[src/rtl/mips_pkg.sv]
// ---------------------------------------------------------------------------
// mips_pkg
// Shared definitions for the register-file write-back path.
//   REG_ADDR_W : width of a register-file address (32 registers)
//   DATA_W     : width of a register-file data word
//   REG_ZERO   : the hard-wired $zero register, never written
//   wb_req_t   : one pending write-back {destination register, data}
// ---------------------------------------------------------------------------
package mips_pkg;

  localparam int REG_ADDR_W = 5;
  localparam int DATA_W     = 32;

  localparam logic [REG_ADDR_W-1:0] REG_ZERO = 5'd0;

  // The destination field is called addr because "reg" is a reserved word.
  typedef struct packed {
    logic [REG_ADDR_W-1:0] addr;
    logic [DATA_W-1:0]     data;
  } wb_req_t;

  // True when a destination is $zero; such writes are architecturally void.
  function automatic logic isZeroReg(input logic [REG_ADDR_W-1:0] r);
    return (r == REG_ZERO);
  endfunction

endpackage

[src/rtl/wb_fifo.sv]
// ---------------------------------------------------------------------------
// wb_fifo
// In-order circular buffer of pending register writes with two push lanes
// and one pop lane. Lane 0 is always stored ahead of lane 1 when both push
// in the same cycle. The occupancy vector and per-entry destination
// addresses are exported so the scoreboard can search the whole queue.
//
// Ports
//   clk, reset     : clock and synchronous active-high reset
//   push0Valid_i   : enqueue push0_i this edge (older of the two)
//   push0_i        : request for lane 0
//   push1Valid_i   : enqueue push1_i this edge (younger of the two)
//   push1_i        : request for lane 1
//   pop_i          : remove the head entry this edge (ignored when empty)
//   count_o        : number of occupied entries
//   head_o         : oldest entry
//   occupied_o     : per-slot valid flag, indexed by physical slot
//   entryAddr_o    : per-slot destination register, indexed by physical slot
//
// The caller must never push more entries than there is free space.
// DEPTH must be a power of two so the pointers wrap for free.
// ---------------------------------------------------------------------------
module wb_fifo
  import mips_pkg::*;
#(
  parameter  int DEPTH  = 4,
  localparam int PTR_W  = $clog2(DEPTH),
  localparam int CNT_QW = PTR_W + 1
) (
  input  logic                              clk,
  input  logic                              reset,
  input  logic                              push0Valid_i,
  input  wb_req_t                           push0_i,
  input  logic                              push1Valid_i,
  input  wb_req_t                           push1_i,
  input  logic                              pop_i,
  output logic [CNT_QW-1:0]                 count_o,
  output wb_req_t                           head_o,
  output logic [DEPTH-1:0]                  occupied_o,
  output logic [DEPTH-1:0][REG_ADDR_W-1:0]  entryAddr_o
);

  wb_req_t           entries_q [DEPTH];
  logic [PTR_W-1:0]  wrPtr_q, wrPtr_d;
  logic [PTR_W-1:0]  rdPtr_q, rdPtr_d;
  logic [CNT_QW-1:0] count_q, count_d;
  logic [PTR_W-1:0]  slot1;
  logic              popEn;

  // A pop request against an empty queue is dropped so count never underflows.
  assign popEn = pop_i & (count_q != '0);

  // Lane 1 lands right behind lane 0 when both push, otherwise it takes the
  // write pointer slot itself so the queue stays dense.
  assign slot1 = wrPtr_q + PTR_W'(push0Valid_i);

  // Next-state pointers and count. Push and pop can coincide; the count
  // alone tells full from empty because the pointers are equal in both.
  always_comb begin
    wrPtr_d = wrPtr_q + PTR_W'(push0Valid_i) + PTR_W'(push1Valid_i);
    rdPtr_d = rdPtr_q + PTR_W'(popEn);
    count_d = count_q + CNT_QW'(push0Valid_i) + CNT_QW'(push1Valid_i)
              - CNT_QW'(popEn);
  end

  // Pointer and count registers. Reset empties the queue, which is all it
  // takes to discard every buffered write.
  always_ff @(posedge clk) begin
    if (reset) begin
      wrPtr_q <= '0;
      rdPtr_q <= '0;
      count_q <= '0;
    end else begin
      wrPtr_q <= wrPtr_d;
      rdPtr_q <= rdPtr_d;
      count_q <= count_d;
    end
  end

  // Entry storage. Contents are only meaningful where occupied, so the
  // array carries no reset.
  always_ff @(posedge clk) begin
    if (push0Valid_i) begin
      entries_q[wrPtr_q] <= push0_i;
    end
    if (push1Valid_i) begin
      entries_q[slot1] <= push1_i;
    end
  end

  assign count_o = count_q;
  assign head_o  = entries_q[rdPtr_q];

  // A physical slot is occupied when its distance from the read pointer,
  // taken modulo DEPTH, is below the current count.
  for (genvar g = 0; g < DEPTH; g++) begin : gSlot
    logic [PTR_W-1:0] offset;
    assign offset         = PTR_W'(g) - rdPtr_q;
    assign occupied_o[g]  = ({1'b0, offset} < count_q);
    assign entryAddr_o[g] = entries_q[g].addr;
  end

endmodule

[src/rtl/regfile_wb_arbiter.sv]
// ---------------------------------------------------------------------------
// regfile_wb_arbiter
// Shares the register file's single write port between the ALU and the
// load write-back paths. Accepted writes go into an in-order queue and are
// issued one per cycle through registered RegWrite/WriteReg/WriteData. A
// scoreboard flags decode source registers that still have a write in
// flight, and a saturating counter records back-pressure cycles.
//
// Ports
//   clk, reset            : clock and synchronous active-high reset
//   alu_valid/reg/data    : ALU write-back request
//   alu_ready             : ALU request accepted when high with alu_valid
//   mem_valid/reg/data    : load write-back request
//   mem_ready             : load request accepted when high with mem_valid
//   ReadReg1, ReadReg2    : decode source registers to look up
//   pend1, pend2          : source register has an uncommitted write
//   RegWrite/WriteReg/
//   WriteData             : register-file write port, registered
//   stall_cnt             : saturating count of back-pressure cycles
// ---------------------------------------------------------------------------
module regfile_wb_arbiter
  import mips_pkg::*;
#(
  parameter int DEPTH = 4,
  parameter int CNT_W = 16
) (
  input  logic                  clk,
  input  logic                  reset,
  input  logic                  alu_valid,
  input  logic [REG_ADDR_W-1:0] alu_reg,
  input  logic [DATA_W-1:0]     alu_data,
  output logic                  alu_ready,
  input  logic                  mem_valid,
  input  logic [REG_ADDR_W-1:0] mem_reg,
  input  logic [DATA_W-1:0]     mem_data,
  output logic                  mem_ready,
  input  logic [REG_ADDR_W-1:0] ReadReg1,
  input  logic [REG_ADDR_W-1:0] ReadReg2,
  output logic                  pend1,
  output logic                  pend2,
  output logic                  RegWrite,
  output logic [REG_ADDR_W-1:0] WriteReg,
  output logic [DATA_W-1:0]     WriteData,
  output logic [CNT_W-1:0]      stall_cnt
);

  localparam int PTR_W  = $clog2(DEPTH);
  localparam int CNT_QW = PTR_W + 1;

  logic [CNT_QW-1:0]                count;
  logic [CNT_QW-1:0]                freeSlots;
  logic                             memFire, aluFire;
  logic                             memPush, aluPush;
  logic                             issue;
  logic                             stallEvent;
  wb_req_t                          memReq, aluReq, head;
  logic [DEPTH-1:0]                 occupied;
  logic [DEPTH-1:0][REG_ADDR_W-1:0] entryAddr;
  logic                             hit1, hit2;

  logic                  regWrite_q;
  logic [REG_ADDR_W-1:0] writeReg_q;
  logic [DATA_W-1:0]     writeData_q;
  logic [CNT_W-1:0]      stallCnt_q, stallCnt_d;

  // Free space is judged on the count before the edge; an issue happening
  // on the same edge does not make room early. The load always gets the
  // last free slot because it is the older instruction, so the ALU only
  // takes a lone slot when no load is competing for it. Neither ready
  // looks at alu_valid, which keeps the handshake free of loops.
  assign freeSlots = CNT_QW'(DEPTH) - count;
  assign mem_ready = (freeSlots >= CNT_QW'(1));
  assign alu_ready = (freeSlots >= CNT_QW'(2)) |
                     ((freeSlots >= CNT_QW'(1)) & ~mem_valid);

  assign memFire = mem_valid & mem_ready;
  assign aluFire = alu_valid & alu_ready;

  // Writes to $zero complete the handshake but are never queued, so they
  // consume no slot and produce no register-file write.
  assign memPush = memFire & ~isZeroReg(mem_reg);
  assign aluPush = aluFire & ~isZeroReg(alu_reg);

  assign memReq = '{addr: mem_reg, data: mem_data};
  assign aluReq = '{addr: alu_reg, data: alu_data};

  assign issue = (count != '0);

  // Load on lane 0, ALU on lane 1: when both arrive together the load is
  // queued first, preserving program order.
  wb_fifo #(
    .DEPTH (DEPTH)
  ) uFifo (
    .clk          (clk),
    .reset        (reset),
    .push0Valid_i (memPush),
    .push0_i      (memReq),
    .push1Valid_i (aluPush),
    .push1_i      (aluReq),
    .pop_i        (issue),
    .count_o      (count),
    .head_o       (head),
    .occupied_o   (occupied),
    .entryAddr_o  (entryAddr)
  );

  // Register-file write port. Every edge with a non-empty queue issues the
  // head; otherwise the enable drops while address and data keep their
  // last values. Reset clears the queue too, so no stale pulse follows it.
  always_ff @(posedge clk) begin
    if (reset) begin
      regWrite_q  <= 1'b0;
      writeReg_q  <= REG_ZERO;
      writeData_q <= '0;
    end else if (issue) begin
      regWrite_q  <= 1'b1;
      writeReg_q  <= head.addr;
      writeData_q <= head.data;
    end else begin
      regWrite_q  <= 1'b0;
    end
  end

  assign RegWrite  = regWrite_q;
  assign WriteReg  = writeReg_q;
  assign WriteData = writeData_q;

  // Back-pressure is any requester holding valid without ready. The
  // counter sticks at all-ones instead of wrapping.
  assign stallEvent = (alu_valid & ~alu_ready) | (mem_valid & ~mem_ready);

  always_comb begin
    stallCnt_d = stallCnt_q;
    if (stallEvent && (stallCnt_q != '1)) begin
      stallCnt_d = stallCnt_q + CNT_W'(1);
    end
  end

  // Stall counter register.
  always_ff @(posedge clk) begin
    if (reset) begin
      stallCnt_q <= '0;
    end else begin
      stallCnt_q <= stallCnt_d;
    end
  end

  assign stall_cnt = stallCnt_q;

  // Scoreboard search: the write currently on the register-file port plus
  // every occupied queue slot. Requests arriving this cycle are not seen;
  // they show up in the lookup one cycle later once they are queued.
  always_comb begin
    hit1 = regWrite_q && (writeReg_q == ReadReg1);
    hit2 = regWrite_q && (writeReg_q == ReadReg2);
    for (int i = 0; i < DEPTH; i++) begin
      hit1 = hit1 | (occupied[i] && (entryAddr[i] == ReadReg1));
      hit2 = hit2 | (occupied[i] && (entryAddr[i] == ReadReg2));
    end
  end

  // $zero is never pending, whatever stale address a free slot may hold.
  assign pend1 = hit1 & ~isZeroReg(ReadReg1);
  assign pend2 = hit2 & ~isZeroReg(ReadReg2);

endmodule
[config.mk]
export PLATFORM = sky130hd
export DESIGN_NAME = regfile_wb_arbiter
export DESIGN_NICKNAME = d
export VERILOG_FILES = /design/src/rtl/mips_pkg.sv /design/src/rtl/wb_fifo.sv /design/src/rtl/regfile_wb_arbiter.sv
export SDC_FILE = /design/constraint.sdc
export NUM_CORES = 1
export LEC_CHECK = 0
export BUFFER_PORTS_ARGS = -buffer_cell sky130_fd_sc_hd__clkbuf_2
export CAP_MARGIN = 20
export CORE_ASPECT_RATIO = 1.75
export CORE_UTILIZATION = 58
export CTS_CLUSTER_SIZE = 10
export DETAILED_ROUTE_END_ITERATION = 10
export PLACE_DENSITY_LB_ADDON = 0.15
export SLEW_MARGIN = 10
export SYNTH_ARGS = -nofsm -noshare
export SYNTH_HDL_FRONTEND = slang
export SYNTH_SLANG_ARGS = --single-unit
[constraint.sdc]
create_clock -name clk -period 4.35 [get_ports clk]
set_clock_uncertainty 0.1 [all_clocks]
set_input_delay 0.435 -clock clk [delete_from_list [all_inputs] [get_ports clk]]
set_output_delay 0.435 -clock clk [all_outputs]
set_load 0.005 [all_outputs]
==> results.cfg, run 1 <==
[timing]
max_freq_ghz = 0.262
worst_pin_slew_ns = 1.03
fin_crit_ns = 3.82
tns_ns = 0
report.final.slew_viol_count = 0
setup_violations = 0
whs_ns = 0.163
timing.final.crit_share = 0.879
maxSlewHeadroom = 0.313
finalHoldViolations = 0
rsz0062_at_grt = false

[outcome]
status = completed

[cells_and_area]
layout.nets = 1026
nFillCells = 1357
syn2layout_area_growth_pct = 15.1
multiInputGateArea_um2 = 4730
layout-drive-gt1-share = 0.377
diodes = 0
regArea_um2 = 5670

[grt]
grt_overflow = 0
grt_pass1_vias = 7560
grt_pass1_wl_mm = 40.4
grt_usage = 0.276
grt_max_degree = 48
grt_antenna_before_repair = 0

[logic_synthesis]
synth.distinct_cells = 53
synthCells = 783
synthArstFlopShare = 0
yosys.area.top_type = edfxtp_1
yosysMostFrequentCell = edfxtp_1
synth_commonest_cells = edfxtp_1, nand2_1, mux2_2, dfxtp_1, mux2_1
ys_seq_area_frac = 0.528
synth_top_cell_area_share = 0.414
synthesis.area_um2 = 10700
synth-seq-cells = 209
synth_flop_cell = edfxtp_1
synth_nets = 886
netlist_top_cells_area = edfxtp_1, dfxtp_1, mux4_2
synth_edf_count = 148
synth.avg_cell_area_um2 = 13.7
yosysWarnings = 0

[cts]
clockBufferDepth = 3
worstSkewPairLatency_ns = 0.51
root_buffer = clkbuf_16
post_cts_buffers = 0
ctsResizeCount = 0
cts_tree = done
clkTransAtPathRegs_ns = 0.06
hold_buffers = 0
cts_htree_levels = 1
numCtsBuffers = 24
cts.sink_count = 209

[power_and_ir_drop]
finalPower_mw = 8.67
p_leak_nw = 4.72
p_per_area_nw_per_um2 = 702
ir_drop_mv = 0.447

[floorplanning]
dieArea_um2 = 19100
coreArea_um2 = 18100
die_h_um = 182
start_util = 0.595
fp.dieW_um = 105
rows = 65
io_pins = 146

[place]
globalplace.congestion = 0.879
dp_hpwl_mm = 17.1
portBuffers = 145

[job]
cap_violations = 0

[hold_path]
hold_class = in2reg
hold_depth = 2

[setup_path]
path_cells = inv_1 > ha_1 > ha_2 > nor4b_2 > inv_1 > o311a_1 > ha_1 > xor2_1 > nand2_2 > buf_4 > mux2_4
worst_setup_path_start_kind = flip-flop
slowest_stage = dfxtp_1
crit_required_ns = 4.50
worstRegToRegCells = 11
critPathMaxStageDelay_ns = 0.50
crit_type = reg2reg
cp_max_fo = 14
cp-end-kind = flip-flop
worstPathArrival_ns = 3.97

[routing]
routed_via_density = 5.89
routed_wl_mm = 25.6
vias = 6911
wl_per_cell_um = 21.8
first_iter_violations = 333
dr.pass1.iters = 4
drc_errors = 0
ant_nets = 0
## state kept, by name (all words and copies together) (netlist names)
| name | flops |
|---|---|
| RegWrite | 1 |
| uFifo.wrPtr_q | 2 |
| uFifo.rdPtr_q | 2 |
| stall_cnt | 16 |
| uFifo.entries_q | 148 |
| uFifo.count_o | 3 |
| WriteReg | 5 |
| WriteData | 32 |
## power breakdown
part	switching [mW]	internal [mW]	total, mW	leakage (nW)
registers	0.428	3.07	3.49	1.87
clock network	0.752	1.06	1.81	0.328
logic	1.79	1.56	3.36	2.52
## per-stage QoR
step	instances	util	worst slack [ns]	instance area [um2]
floorplan	783	-	0.624	10700
global placement	1131	0.646	0.763	11700
detailed placement	1131	0.646	0.558	11700
CTS	1173	0.684	0.535	12400
global route	1173	0.684	0.332	12400
finish	1173	0.684	0.527	12400
## routing by layer
| layer | wire [um] | share of wire | up-vias | track usage |
|---|---|---|---|---|
| met4 | 801 | 0.031 | 0 | 0.105 |
| met3 | 1190 | 0.046 | 45 | 0.0327 |
| met5 | 0 | 0 | - | 0 |
| li1 | - | - | 3179 | - |
| met1 | 9300 | 0.36 | 3467 | 0.302 |
| met2 | 14300 | 0.56 | 220 | 0.536 |
## logic make-up after synthesis
family | after synthesis | synth area share
XOR/XNOR | 67 | 0.0547
multiplexers | 187 | 0.248
adder cells (fa/ha/maj) | 15 | 0.0189
buffers and inverters | 72 | 0.0339
flip-flops | 209 | 0.528
AO/OA/AOI/OAI | 71 | 0.0448
AND/OR/NAND/NOR | 162 | 0.0718
## layout by cell type, fill, tap and decap left out, drive strengths merged, types with 6 or more instances in the layout
| cell type | count |
|---|---|
| clkbuf | 187 |
| a211oi | 8 |
| nand3 | 15 |
| inv | 19 |
| nand4 | 6 |
| ha | 13 |
| edfxtp | 148 |
| nand2 | 83 |
| nor2 | 27 |
| xnor2 | 33 |
| nor3 | 7 |
| mux4 | 37 |
| dfxtp | 61 |
| a21oi | 41 |
| xor2 | 34 |
| mux2 | 149 |
| buf | 22 |
| nor2b | 6 |
## worst paths after layout
path                    start                endpoint  slack [ns]
min reg2reg     WriteData[11]           WriteData[11]        0.36
min               alu_data[2]   uFifo.entries_q[1][2]        0.16
max          uFifo.count_o[0]  uFifo.entries_q[3][30]        0.53
max reg2reg  uFifo.count_o[0]  uFifo.entries_q[3][30]        0.53
## final cells by class
cell class              count  share of cell area
clock buffers              42              0.0558
multi-input cells         502               0.383
well taps                 234              0.0237
inverters                  19             0.00577
flip-flops and latches    209               0.459
repair buffers            167              0.0731
## critical path: cells and delay by family (launching register included)
| kind | cells | cell delay, ns |
|---|---|---|
| buffers and inverters | 3 | 0.57 |
| multiplexers | 1 | 0.31 |
| flip-flops | 1 | 0.50 |
| adder cells (fa/ha/maj) | 3 | 0.81 |
| AO/OA/AOI/OAI | 1 | 0.22 |
| XOR/XNOR | 1 | 0.43 |
| AND/OR/NAND/NOR | 2 | 0.63 |
Power figures use the tool's default switching activity.
==> run 2, diff against run 1 <==
--- a/config.mk
+++ b/config.mk
@@ -5,6 +5,7 @@
 export SDC_FILE = /design/constraint.sdc
 export NUM_CORES = 1
 export LEC_CHECK = 0
+export ABC_AREA = 1
 export BUFFER_PORTS_ARGS = -buffer_cell sky130_fd_sc_hd__clkbuf_2
 export CAP_MARGIN = 20
 export CORE_ASPECT_RATIO = 1.75
==> results.cfg, run 2 <==
[outcome]
status = completed

[cells_and_area]
layout_common_cells = nand2_1, edfxtp_1, clkbuf_2, o21ai_1, inv_1
syn2layout_area_growth_pct = 13.9
top_register = uFifo.entries_q
largest_register_ffs = 148
fin_util = 0.679
instances_no_fill = 1629
layout-drive-gt1-share = 0.168
diodes = 0
layout_commonest_cell = nand2_1
design_area_um2 = 12300
layout.nets = 1480

[floorplanning]
die_h_um = 183
fp.dieW_um = 105
io_pins = 146
start_util = 0.596
dieArea_um2 = 19200
coreArea_um2 = 18100
rows = 65

[hold_path]
hold_class = in2reg
worstHoldStart = mem_data[14]

[timing]
finalHoldViolations = 0
timing.final.ws_setup_ns = 0.750
rsz0062_at_grt = false
maxSlewHeadroom = 0.367
report.final.slew_viol_count = 0
setup_violations = 0
worst_pin_slew_ns = 0.946
timing.final.crit_share = 0.828
max_freq_ghz = 0.278
tns_ns = 0
fin_crit_ns = 3.60
whs_ns = 0.163

[place]
pre_cts_slack_ns = 0.759
globalplace.congestion = 0.859
place_inst = 1584
dp_hpwl_mm = 18.2
postPlaceCellArea_um2 = 11600
portBuffers = 145

[routing]
routed_wl_mm = 27.8
vias = 9113
dr.pass1.iters = 5
ant_nets = 0
first_iter_violations = 565
wl_per_cell_um = 17.1
routed_via_density = 5.59
drc_errors = 0

[grt]
grt_antenna_before_repair = 0
grt_use_met2 = 0.559
grt_max_degree = 75
grt_overflow = 0
use_met1 = 0.318
grt_usage = 0.295
met3_usage = 0.0314
grt_pass1_wl_mm = 44.2
grt_pass1_vias = 9177
grt.busiest_layer = met2

[cts]
post_cts_buffers = 0
clockBufferDepth = 3
root_buffer = clkbuf_16
worstSkewPairLatency_ns = 0.51
cts_tree = done
clkTransAtPathRegs_ns = 0.06
ctsResizeCount = 0
hold_buffers = 0
cts_htree_levels = 1
numCtsBuffers = 24
cts.sink_count = 209

[setup_path]
rr_startpoint = uFifo.count_o[0]
critPathCapture = uFifo.entries_q[1][2]
cp-end-kind = flip-flop
reg2reg_slack_ns = 0.75
startpoint = uFifo.count_o[0]
worstPathArrival_ns = 3.70
crit_required_ns = 4.45
worstRegToRegCells = 15
reg2reg_to = uFifo.entries_q[1][2]
cp_max_fo = 24
crit_type = reg2reg
worst_setup_path_start_kind = flip-flop

[power_and_ir_drop]
p_leak_nw = 5.31
finalPower_mw = 8.62
p_per_area_nw_per_um2 = 700
ir_drop_mv = 0.395

[logic_synthesis]
synth.distinct_cells = 39
yosys.area.top_type = edfxtp_1
synth_nets = 1357
synth_top_cell_area_share = 0.411
synth_flop_cell = edfxtp_1
yosysMostFrequentCell = nand2_1
ys_seq_area_frac = 0.524
synth_edf_count = 148
synth.avg_cell_area_um2 = 8.62
netlist_top_cells_area = edfxtp_1, nand2_1, dfxtp_1
synth-seq-cells = 209
synthCells = 1254
yosysWarnings = 0
synthesis.area_um2 = 10800
synthArstFlopShare = 0
synth_commonest_cells = nand2_1, edfxtp_1, o21ai_1, inv_1

[job]
cap_violations = 0
[run 2: cell types whose count changed after synthesis, sizes merged, moves of 16 or more]
cell / delta
buf: +16
inv: +74
mux2: -149
mux4: -37
nand2: +371
nand4: +26
nor2: +37
o21ai: +169
xnor2: -18
[run 2: cell type report]
| class | instances | area, um2 |
|---|---|---|
| clock buffer | 44 | 697 |
| fill | 1504 | 5830 |
| inverter | 96 | 360 |
| multi-input combinational | 882 | 4370 |
| sequential | 209 | 5670 |
| tap | 234 | 293 |
| timing repair buffer | 164 | 921 |
[run 2: worst min-delay path by stage]
stage / endpoint / slack [ns] / cells past startpoint
after floorplan: WriteData[0] / 0.36 / 2
after global placement: WriteData[2] / 0.35 / 2
after detailed placement: WriteData[2] / 0.35 / 2
after CTS: uFifo.entries_q[1][17] / 0.15 / 3
after global routing: uFifo.entries_q[2][13] / 0.17 / 3
final: uFifo.entries_q[1][14] / 0.16 / 3
[run 2: report_power, final]
part,leakage [nW],switching (mW),internal [mW]
logic,3.10,2.26,1.08
clock network,0.331,0.765,1.07
registers,1.88,0.345,3.10
total,5.31,3.37,5.25
[run 2: cell families (layout without fill, tap and decap cells)]
group           count (synthesis)  in the layout  share of synthesized area
xor+xnor                       38             38                     0.0315
fa+ha+maj                      15             15                     0.0188
buf+inv                       163            304                     0.0764
simple gates                  585            585                      0.222
compound gates                244            244                      0.127
flops                         209            209                      0.524
[run 2: per-layer routing]
metal  up-vias  routed length, um
met2       327              15000
met5         -                  0
met3        80               1410
met4         0                986
li1       4438                  -
met1      4268              10400
[run 2: critical path: stages, from the launching register on]
cell and delay, ns:
dfxtp_1 0.48, inv_1 0.11, ha_1 0.21, ha_1 0.26, inv_1 0.07, nor2_2 0.06, nand2_1 0.08, nand2_1 0.06
a21oi_1 0.32, ha_1 0.29, xnor2_2 0.17, inv_1 0.09, nor2_1 0.18, nand2_4 0.08, o21ai_4 0.36, buf_4 0.38
==> run 3, diff against run 2 <==
--- a/config.mk
+++ b/config.mk
@@ -9,7 +9,7 @@
 export BUFFER_PORTS_ARGS = -buffer_cell sky130_fd_sc_hd__clkbuf_2
 export CAP_MARGIN = 20
 export CORE_ASPECT_RATIO = 1.75
-export CORE_UTILIZATION = 58
+export CORE_UTILIZATION = 53
 export CTS_CLUSTER_SIZE = 10
 export DETAILED_ROUTE_END_ITERATION = 10
 export PLACE_DENSITY_LB_ADDON = 0.15
==> constraint.sdc (replaced) <==
create_clock -name clk -period 3.2 [get_ports clk]
set_clock_uncertainty 0.1 [all_clocks]
set_input_delay 0.32 -clock clk [delete_from_list [all_inputs] [get_ports clk]]
set_output_delay 0.32 -clock clk [all_outputs]
set_load 0.005 [all_outputs]
==> results.cfg, run 3 (same netlist as run 2, synthesis figures left out) <==
[setup_path]
slowest_stage = fa_1
critPathMaxStageDelay_ns = 0.41
crit_path_frequent_cell = inv_1
cpLargestDelayFamily = adder cells
rr_startpoint = uFifo.count_o[1]
reg2reg_to = uFifo.count_o[2]
worstPathArrival_ns = 3.31
cp_max_fo = 4
worst_setup_path_start_kind = flip-flop
path_cells = inv_1 > ha_1 > ha_1 > inv_1 > nor2_2 > nand3_2 > and3_1 > inv_1 > ha_1 > inv_1 > fa_1 > fa_1 > or2_2 > a21oi_1
cp-end-kind = flip-flop
reg2reg_slack_ns = 0.23
crit_buf_inv = 4
cp.depth = 14
worstRegToRegCells = 14
crit_type = reg2reg
crit_required_ns = 3.55

[cts]
clockBufferDepth = 3
cts_htree_levels = 1
root_buffer = clkbuf_16
cts.sink_count = 209
ctsResizeCount = 0
numCtsBuffers = 24
post_cts_buffers = 0
worstSkewPairLatency_ns = 0.52
cts_tree = done
hold_buffers = 0
clkTransAtPathRegs_ns = 0.06

[power_and_ir_drop]
p_per_area_nw_per_um2 = 945
p_leak_nw = 5.37
ir_drop_mv = 0.834
finalPower_mw = 11.8

[cells_and_area]
nFillCells = 1755
largest_register_ffs = 148
instances_no_fill = 1649
layout_commonest_cell = nand2_1
design_area_um2 = 12500
multiInputGateArea_um2 = 4380
top_register = uFifo.entries_q
layout-drive-gt1-share = 0.177
diodes = 0
layout_common_cells = nand2_1, edfxtp_1, clkbuf_2, o21ai_1, inv_1
syn2layout_area_growth_pct = 15.2
regArea_um2 = 5670
layout.nets = 1490

[routing]
vias = 8988
wl_per_cell_um = 16.9
ant_nets = 0
first_iter_violations = 605
routed_wl_mm = 27.8
routed_via_density = 5.45
dr.pass1.iters = 5
drc_errors = 0

[timing]
max_freq_ghz = 0.337
maxSlewHeadroom = 0.483
timing.final.ws_setup_ns = 0.231
timing.final.crit_share = 0.928
worst_pin_slew_ns = 0.771
setup_violations = 0
tns_ns = 0
rsz0062_at_grt = false
fin_crit_ns = 2.97
report.final.slew_viol_count = 0
finalHoldViolations = 0

[grt]
grt_usage = 0.275
grt_max_degree = 52
grt_pass1_vias = 8791
grt_antenna_before_repair = 0
grt_pass1_wl_mm = 43.6
grt_overflow = 0

[place]
pre_cts_slack_ns = 0.190
globalplace.congestion = 0.900
place_inst = 1606
postPlaceCellArea_um2 = 11800
portBuffers = 145
dp_hpwl_mm = 18.7

[floorplanning]
rows = 68
io_pins = 146
fp.dieW_um = 110
coreArea_um2 = 19800
start_util = 0.545
die_h_um = 191
dieArea_um2 = 21000

[hold_path]
whs_endpoint = uFifo.entries_q[3][7]
worstHoldStart = mem_data[7]
hold_depth = 3
hold_class = in2reg

[outcome]
status = completed

[job]
cap_violations = 0
## run 3: cell count changes in the layout (fill, tap and decap cells not counted), sizes merged
cell,previous run,this run
buf,19,29
clkinv,3,4
clkbuf,189,187
## run 3: cell type report
class	instances	share of cell area
multi-input combinational	882	0.351
clock buffer	42	0.0537
clock inverter	1	0.00131
tap	245	0.0246
inverter	96	0.0289
timing repair buffer	174	0.0851
sequential	209	0.455
## run 3: how the worst max path moves through the flow
| stage | end | slack (ns) | from |
|---|---|---|---|
| 2_1_floorplan | uFifo.entries_q[1][0] | 0.002 | uFifo.count_o[0] |
| 3_3_place_gp | uFifo.count_o[2] | 0.28 | uFifo.count_o[1] |
| 3_5_place_dp | uFifo.count_o[2] | 0.19 | uFifo.count_o[1] |
| 4_1_cts | uFifo.count_o[2] | 0.17 | uFifo.count_o[1] |
| 5_1_grt | uFifo.count_o[2] | 0.05 | uFifo.count_o[1] |
| 6_report | uFifo.count_o[2] | 0.23 | uFifo.count_o[1] |
## run 3: routing by layer
metal  wire [um]  GRT usage  up-vias
li1            -          -     4461
met4        1210      0.136        0
met2       14800      0.506      287
met3        1400     0.0293       76
met5           0          0        -
met1       10400      0.305     4164
## run 3: stage by stage
stage                      util  hold WS, ns
after floorplan               -        0.362
after global placement    0.593        0.352
after detailed placement  0.593        0.356
after CTS                 0.628       0.0153
after global routing      0.628       0.0253
final                     0.628       0.0269
## run 3: worst register-to-register path, cell delays in order (launching register included)
cell     delay, ns
dfxtp_2       0.35
inv_1         0.06
ha_1          0.18
ha_1          0.27
inv_1         0.07
nor2_2        0.05
nand3_2       0.08
and3_1        0.17
inv_1         0.05
ha_1          0.26
inv_1         0.05
fa_1          0.41
fa_1          0.39
or2_2         0.30
a21oi_1       0.13
## run 3: power by group
part	internal [mW]	total (mW)	switching, mW
combinational	1.60	4.67	3.06
clock	1.41	2.45	1.04
sequential	4.20	4.65	0.448
total	7.21	11.8	4.55
